**src/rtl/uart_pkg.sv**
```systemverilog
// Shared constants for the memory-mapped UART: register offsets, STATUS bit
// positions and the TX/RX state encodings.
package uart_pkg;

  localparam logic [2:0] REG_DATA   = 3'h0;
  localparam logic [2:0] REG_STATUS = 3'h4;

  localparam int ST_TX_FULL     = 0;
  localparam int ST_TX_EMPTY    = 1;
  localparam int ST_TX_BUSY     = 2;
  localparam int ST_RX_VALID    = 3;
  localparam int ST_RX_OVERRUN  = 4;
  localparam int ST_TX_OVERFLOW = 5;
  localparam int ST_FRAME_ERR   = 6;

  typedef logic [1:0] txState_t;
  localparam txState_t TX_IDLE  = 2'd0;
  localparam txState_t TX_START = 2'd1;
  localparam txState_t TX_DATA  = 2'd2;
  localparam txState_t TX_STOP  = 2'd3;

  typedef logic [1:0] rxState_t;
  localparam rxState_t RX_IDLE  = 2'd0;
  localparam rxState_t RX_START = 2'd1;
  localparam rxState_t RX_DATA  = 2'd2;
  localparam rxState_t RX_STOP  = 2'd3;

endpackage

```
**src/rtl/uart_fifo.sv**
```systemverilog
// Small synchronous FIFO used as the UART transmit buffer. Push when full and
// pop when empty are ignored; simultaneous push and pop leave the count unchanged.
module uart_fifo #(
  parameter int DEPTH = 8,
  parameter int WIDTH = 8
) (
  input  logic                       clk,
  input  logic                       rst,
  input  logic                       push,
  input  logic                       pop,
  input  logic [WIDTH-1:0]           wrData,
  output logic [WIDTH-1:0]           rdData,
  output logic                       full,
  output logic                       empty,
  output logic [$clog2(DEPTH):0]     count
);

  localparam int AW = $clog2(DEPTH);

  logic [WIDTH-1:0] mem [DEPTH];
  logic [AW-1:0]    wrPtr;
  logic [AW-1:0]    rdPtr;
  logic             doPush;
  logic             doPop;

  assign full   = (count == (AW+1)'(DEPTH));
  assign empty  = (count == '0);
  assign doPush = push && !full;
  assign doPop  = pop && !empty;
  assign rdData = mem[rdPtr];

  always_ff @(posedge clk) begin
    if (doPush) mem[wrPtr] <= wrData;
  end

  always_ff @(posedge clk or negedge rst) begin
    if (!rst) begin
      wrPtr <= '0;
      rdPtr <= '0;
      count <= '0;
    end else begin
      if (doPush) wrPtr <= wrPtr + 1'b1;
      if (doPop)  rdPtr <= rdPtr + 1'b1;
      case ({doPush, doPop})
        2'b10:   count <= count + 1'b1;
        2'b01:   count <= count - 1'b1;
        default: count <= count;
      endcase
    end
  end

endmodule

```
**src/rtl/uart_port.sv**
```systemverilog
// Memory-mapped 8N1 UART: DATA/STATUS registers, TX FIFO feeding a serializer,
// and an oversampled receiver with a one-byte holding register.
//   state    | meaning
//   TX_IDLE  | line high, waiting for a FIFO entry
//   TX_START | driving start bit (0)
//   TX_DATA  | shifting 8 data bits, LSB first
//   TX_STOP  | driving stop bit (1); chains straight into the next frame
//   RX_IDLE  | waiting for a synchronized falling edge
//   RX_START | half-bit wait, then confirm the start bit
//   RX_DATA  | sampling 8 data bits at bit centres
//   RX_STOP  | sampling the stop bit
module uart_port import uart_pkg::*; #(
  parameter int CLK_DIV  = 104,
  parameter int TX_DEPTH = 8
) (
  input  logic        clk,
  input  logic        rst,
  input  logic        chipSelect,
  input  logic        regSelect,
  input  logic        writeEnable,
  input  logic        readStrobe,
  input  logic [31:0] dataIn,
  output logic [31:0] dataOut,
  output logic        txd,
  input  logic        rxd
);

  localparam int CW   = $clog2(CLK_DIV);
  localparam int TXCW = $clog2(TX_DEPTH) + 1;
  localparam logic [CW-1:0] BIT_LAST  = CW'(CLK_DIV - 1);
  localparam logic [CW-1:0] HALF_LAST = CW'(CLK_DIV / 2 - 1);

  logic isStatus, dataWrite, statusWrite, dataRead;
  logic txFull, txEmpty, txPop, txBitDone, txBusy;
  logic [7:0] txHead;
  logic [TXCW-1:0] txCount;
  txState_t txState;
  logic [CW-1:0] txCnt;
  logic [2:0] txBitIdx;
  logic [7:0] txShift;

  logic [1:0] rxSync;
  logic rxLast, rxIn, rxFall, rxHalfDone, rxBitDone, rxStopSample, rxGood, rxBad;
  rxState_t rxState;
  logic [CW-1:0] rxCnt;
  logic [2:0] rxBitIdx;
  logic [7:0] rxShift;
  logic [7:0] rxByte;
  logic rxValid, rxOverrun, txOverflow, frameErr;
  logic unusedDataIn;

  assign isStatus     = (regSelect == REG_STATUS[2]);
  assign dataWrite    = chipSelect && !isStatus && writeEnable;
  assign statusWrite  = chipSelect && isStatus && writeEnable;
  assign dataRead     = chipSelect && !isStatus && readStrobe;
  assign unusedDataIn = ^dataIn[31:8];

  uart_fifo #(.DEPTH(TX_DEPTH), .WIDTH(8)) txFifo (
    .clk    (clk),
    .rst    (rst),
    .push   (dataWrite),
    .pop    (txPop),
    .wrData (dataIn[7:0]),
    .rdData (txHead),
    .full   (txFull),
    .empty  (txEmpty),
    .count  (txCount)
  );

  assign txBitDone = (txCnt == BIT_LAST);
  assign txBusy    = (txState != TX_IDLE);
  // Popping at the end of the stop bit keeps back-to-back frames gapless.
  assign txPop     = !txEmpty && ((txState == TX_IDLE) || (txState == TX_STOP && txBitDone));

  always_ff @(posedge clk or negedge rst) begin
    if (!rst) begin
      txState  <= TX_IDLE;
      txCnt    <= '0;
      txBitIdx <= '0;
      txShift  <= '0;
      txd      <= 1'b1;
    end else if (txPop) begin
      txState <= TX_START;
      txShift <= txHead;
      txCnt   <= '0;
      txd     <= 1'b0;
    end else begin
      case (txState)
        TX_START: begin
          if (txBitDone) begin
            txState  <= TX_DATA;
            txCnt    <= '0;
            txBitIdx <= '0;
            txd      <= txShift[0];
          end else begin
            txCnt <= txCnt + 1'b1;
          end
        end
        TX_DATA: begin
          if (txBitDone) begin
            txCnt <= '0;
            if (txBitIdx == 3'd7) begin
              txState <= TX_STOP;
              txd     <= 1'b1;
            end else begin
              txShift  <= txShift >> 1;
              txd      <= txShift[1];
              txBitIdx <= txBitIdx + 1'b1;
            end
          end else begin
            txCnt <= txCnt + 1'b1;
          end
        end
        TX_STOP: begin
          if (txBitDone) begin
            txState <= TX_IDLE;
            txCnt   <= '0;
          end else begin
            txCnt <= txCnt + 1'b1;
          end
        end
        default: begin
          txState <= TX_IDLE;
          txCnt   <= '0;
          txd     <= 1'b1;
        end
      endcase
    end
  end

  assign rxIn         = rxSync[1];
  assign rxFall       = rxLast && !rxIn;
  assign rxHalfDone   = (rxCnt == HALF_LAST);
  assign rxBitDone    = (rxCnt == BIT_LAST);
  assign rxStopSample = (rxState == RX_STOP) && rxBitDone;
  assign rxGood       = rxStopSample && rxIn;
  assign rxBad        = rxStopSample && !rxIn;

  always_ff @(posedge clk or negedge rst) begin
    if (!rst) begin
      rxSync   <= 2'b11;
      rxLast   <= 1'b1;
      rxState  <= RX_IDLE;
      rxCnt    <= '0;
      rxBitIdx <= '0;
      rxShift  <= '0;
    end else begin
      rxSync <= {rxSync[0], rxd};
      rxLast <= rxIn;
      case (rxState)
        RX_IDLE: begin
          if (rxFall) begin
            rxState <= RX_START;
            rxCnt   <= '0;
          end
        end
        RX_START: begin
          if (rxHalfDone) begin
            rxCnt    <= '0;
            rxBitIdx <= '0;
            rxState  <= rxIn ? RX_IDLE : RX_DATA;
          end else begin
            rxCnt <= rxCnt + 1'b1;
          end
        end
        RX_DATA: begin
          if (rxBitDone) begin
            rxCnt   <= '0;
            rxShift <= {rxIn, rxShift[7:1]};
            if (rxBitIdx == 3'd7) rxState <= RX_STOP;
            else                  rxBitIdx <= rxBitIdx + 1'b1;
          end else begin
            rxCnt <= rxCnt + 1'b1;
          end
        end
        default: begin
          if (rxBitDone) begin
            rxState <= RX_IDLE;
            rxCnt   <= '0;
          end else begin
            rxCnt <= rxCnt + 1'b1;
          end
        end
      endcase
    end
  end

  // Sticky flags: a set in the same cycle as a software clear wins.
  always_ff @(posedge clk or negedge rst) begin
    if (!rst) begin
      rxByte     <= '0;
      rxValid    <= 1'b0;
      rxOverrun  <= 1'b0;
      txOverflow <= 1'b0;
      frameErr   <= 1'b0;
    end else begin
      if (rxGood) rxByte <= rxShift;

      if (rxGood)        rxValid <= 1'b1;
      else if (dataRead) rxValid <= 1'b0;

      if (rxGood && rxValid && !dataRead)             rxOverrun <= 1'b1;
      else if (statusWrite && dataIn[ST_RX_OVERRUN])  rxOverrun <= 1'b0;

      if (dataWrite && txFull)                        txOverflow <= 1'b1;
      else if (statusWrite && dataIn[ST_TX_OVERFLOW]) txOverflow <= 1'b0;

      if (rxBad)                                      frameErr <= 1'b1;
      else if (statusWrite && dataIn[ST_FRAME_ERR])   frameErr <= 1'b0;
    end
  end

  always_comb begin
    dataOut = '0;
    if (chipSelect) begin
      if (isStatus) begin
        dataOut[ST_TX_FULL]     = txFull;
        dataOut[ST_TX_EMPTY]    = txEmpty;
        dataOut[ST_TX_BUSY]     = txBusy;
        dataOut[ST_RX_VALID]    = rxValid;
        dataOut[ST_RX_OVERRUN]  = rxOverrun;
        dataOut[ST_TX_OVERFLOW] = txOverflow;
        dataOut[ST_FRAME_ERR]   = frameErr;
      end else begin
        dataOut[7:0] = rxByte;
      end
    end
  end

  fifoCountBound: assert property (@(posedge clk) disable iff (!rst) txCount <= TXCW'(TX_DEPTH));

endmodule
```
**config.mk**
```make
export PLATFORM = sky130hd
export DESIGN_NAME = uart_port
export DESIGN_NICKNAME = d
export VERILOG_FILES = /design/src/rtl/uart_pkg.sv /design/src/rtl/uart_fifo.sv /design/src/rtl/uart_port.sv
export SDC_FILE = /design/constraint.sdc
export NUM_CORES = 1
export LEC_CHECK = 0
export CAP_MARGIN = 20
export CORE_UTILIZATION = 45
export CTS_CLUSTER_SIZE = 20
export DETAILED_ROUTE_END_ITERATION = 16
export PLACE_DENSITY = 0.7
export SLEW_MARGIN = 20
export SYNTH_ARGS = -nofsm -noshare
export SYNTH_HDL_FRONTEND = slang
export SYNTH_SLANG_ARGS = --single-unit
```
**constraint.sdc**
```tcl
create_clock -name clk -period 3.3 [get_ports clk]
set_input_delay 0.33 -clock clk [delete_from_list [all_inputs] [get_ports clk]]
set_output_delay 0.33 -clock clk [all_outputs]
set_load 0.02 [all_outputs]
```
==> impl_metrics.csv <==
group,metric,value,unit
logic_synthesis,netlist_area,6000,um^2
setup_path,cpMostUsedCell,"ha_1",
logic_synthesis,yosysSeqAreaShare,59.6,%
setup_path,cp_slowest_cell,"or4b_2",
placement,place_ws,0.443,ns
clock_tree,numClockSinks,130,
floorplan,fp.dieH,117,um
setup_path,critPathMaxFanout,8,
sta,tightest_slew,0.748,ns
logic_synthesis,synth-edff-count,64,
logic_synthesis,synthArstFlopShare,50.8,%
logic_synthesis,synth-compound-area-share,6.17,%
floorplan,die_w,117,um
placement,hpwl,7060,um
logic_synthesis,synth-main-ff-cell,"edfxtp_1",
floorplan,io-pin-count,72,
floorplan,rows,41,
setup_path,required,3.64,ns
detailed_routing,drt_pass1_iterations,7,
sta,slew_violations,0,
detailed_routing,initialDrtViolationCount,193,
sta,finalCritPeriodShare,82.1,%
setup_path,critPathTopFamily,"simple AND/OR/NAND/NOR gates",
floorplan,dieArea,13800,um^2
detailed_routing,wl,10500,um
pwr,leakagePower,2.86,nW
layout,final_core_util,54.4,%
global_route,grt_pass1_wl,17900,um
logic_synthesis,syn_area_per_cell,13.6,um^2
clock_tree,clock_latency,0.42,ns
layout,area_growth,16.3,%
setup_path,worstSetupEndpointType,"flip-flop",
logic_synthesis,synth_mux_area_share,12.7,%
clock_tree,cts_resized,0,
sta,finalSetupTns,0,ns
logic_synthesis,synth_top_family_by_area,"multiplexers",
hold_path,hold_path_class,"input pin to flip-flop",
sta,clock.fmax,369,MHz
detailed_routing,via_per_inst,5.24,
sta,setup_ws,0.590,ns
layout,drive_gt1_share,20.3,%
pwr,total_power,5.53,mW
layout,num_antenna_cells,0,
sta,hold_slack,0.322,ns
sta,rsz0062_at_grt,"false",
floorplan,start_util,46.8,%
detailed_routing,antenna_left,0,
detailed_routing,post_drt_wl_per_cell,15.7,um
setup_path,cp_cell_sequence,"or4b_2 > and3_1 > clkinv_1 > ha_1 > ha_1 > a21o_1 > a21oi_1 > mux2i_1 > xnor2_1",
floorplan,coreArea,12800,um^2
global_route,grt-ovfl-total,0,
setup_path,critical-path-max-stage-delay,0.68,ns
global_route,grt_pass1_vias,3601,
pwr,powerDensity,793,nW/um^2
logic_synthesis,synth-seq-cells,130,
global_route,antenna_found_initial,0,
logic_synthesis,synthSimpleGateAreaFrac,10.6,%
pwr,worst_ir_drop_vdd,0.000361,V
clock_tree,clockBufferDepth,2,
sta,fin_crit,2.71,ns
clock_tree,clkTransAtPathRegs,0.06,ns
placement,gp_congestion,0.793,
logic_synthesis,yosys.cell_types.count,59,
placement,numPortBuffers,23,
layout,final_common_cell,"edfxtp_1",
detailed_routing,vias,3506,
run,max-cap-violations,0,
global_route,grt_max_degree,31,
sta,maxSlewHeadroom,50.1,%
global_route,grt_usage,16.7,%
clock_tree,cts.root.buffer_cell,"clkbuf_16",
setup_path,crit_type,"flip-flop to flip-flop",
setup_path,cp.arrival,3.05,ns
logic_synthesis,synthCells,440,
clock_tree,cts_made_buffers,17,
layout,final_cell_mix,"edfxtp_1, dfrtp_1, nand2_1",
status,status,"finished clean",
setup_path,start_kind,"flip-flop",
sta,finalHoldViolations,0,
setup_path,path_buf_inv,1,
logic_synthesis,yosys.area_share.adder,3.67,%
logic_synthesis,yosys_warnings,0,
clock_tree,cts_htree_levels,4,
logic_synthesis,synth_xor_area_share,1.75,%
clock_tree,cts_tree,"built",
sta,setup_viol,0,
detailed_routing,drc,0,
layout,fin_nets,540,
sta,clock_skew,0.00567,ns
[final timing paths]
path                       slack [ns]               to  depth (start not counted)       startpoint
setup / recovery                 0.59  txFifo.count[3]                          9  txFifo.count[0]
hold / removal                   0.32        rxSync[0]                          1              rxd
setup reg to reg                 0.59  txFifo.count[3]                          9  txFifo.count[0]
hold reg to reg                  0.36        rxSync[1]                          0        rxSync[0]
max in group asynchronous        1.95           rxLast                          3              rst
min in group asynchronous        0.50      txBitIdx[1]                          2              rst
[state kept, by name, summed over array words and instances (netlist names), 2 cells and up]
| name | count |
|---|---|
| txBitIdx | 3 |
| rxBitIdx | 3 |
| rxCnt | 7 |
| rxSync | 2 |
| rxShift | 8 |
| txFifo.rdPtr | 3 |
| rxState | 2 |
| txState | 2 |
| txFifo.count | 4 |
| txFifo.wrPtr | 3 |
| txCnt | 7 |
| rxByte | 8 |
| txFifo.mem | 64 |
| txShift | 8 |
[stage by stage]
stage | cell area, um^2 | cells
6_report | 6980 | 669
4_1_cts | 6980 | 669
3_5_place_dp | 6380 | 636
5_1_grt | 6980 | 669
2_1_floorplan | 6090 | 463
3_3_place_gp | 6380 | 636
[cells by family after synthesis]
| family | Yosys count |
|---|---|
| AND/OR/NAND/NOR | 122 |
| AO/OA/AOI/OAI | 51 |
| other | 1 |
| buffers and inverters | 54 |
| multiplexers | 53 |
| flip-flops | 130 |
| XOR/XNOR | 12 |
| adder cells (fa/ha/maj) | 17 |
[layout make-up]
cell class	count	area, um^2
tap	172	215
clock buffer	21	514
fill	1042	5840
timing repair buffer	40	355
inverter	16	60.1
clock inverter	11	68.8
multi-input combinational	279	2190
sequential	130	3580
[what timing repair did]
action	CTS	global route
setup endpoints to repair	0	0
hold buffers	1	0
hold endpoints to repair	27	0
setup buffers	0	0
[layer usage]
metal  part of all wire [%]  vias to the layer above  global-route usage (%)
li1                       -                     1660                       -
met1                     45                     1790                    20.3
met2                     51                       40                    28.4
met3                    2.1                       16                    3.88
met4                    1.5                        0                    7.37
met5                      0                        -                       0
[worst reg2reg max path, delay by kind of cell, from the launching register on]
| kind | cells | cell delay, ns |
|---|---|---|
| xor gates and xnor gates | 1 | 0.13 |
| adders and majority gates | 2 | 0.47 |
| and+or+nand+nor | 2 | 0.92 |
| AOI/OAI and AO/OA | 2 | 0.34 |
| muxes | 1 | 0.24 |
| buffers and inverters | 1 | 0.08 |
| DFF | 1 | 0.46 |
[where the power goes]
part           leakage (nW)  switching (mW)  total [mW]  internal [mW]
clock                 0.295           0.684        1.79           1.11
sequential             1.43           0.325        2.27           1.94
combinational          1.13           0.716        1.47          0.752
total                  2.86            1.73        5.53           3.81
[cell usage after synthesis (9+ instances only)]
| library cell | number | area share (%) |
|---|---|---|
| buf_4 | 26 | 3.3 |
| mux2i_1 | 15 | 2.5 |
| inv_1 | 14 | 0.88 |
| dfrtp_1 | 62 | 26 |
| o21ai_0 | 10 | 0.83 |
| edfxtp_1 | 64 | 32 |
| a21oi_1 | 10 | 0.83 |
| ha_1 | 16 | 3.3 |
| xnor2_1 | 9 | 1.3 |
| nand2_1 | 42 | 2.6 |
| mux4_2 | 16 | 6.0 |
| mux2_2 | 21 | 3.9 |
| nor2b_1 | 9 | 0.94 |
| nor2_1 | 20 | 1.3 |
Note: power is estimated with default switching activity, not from simulation.
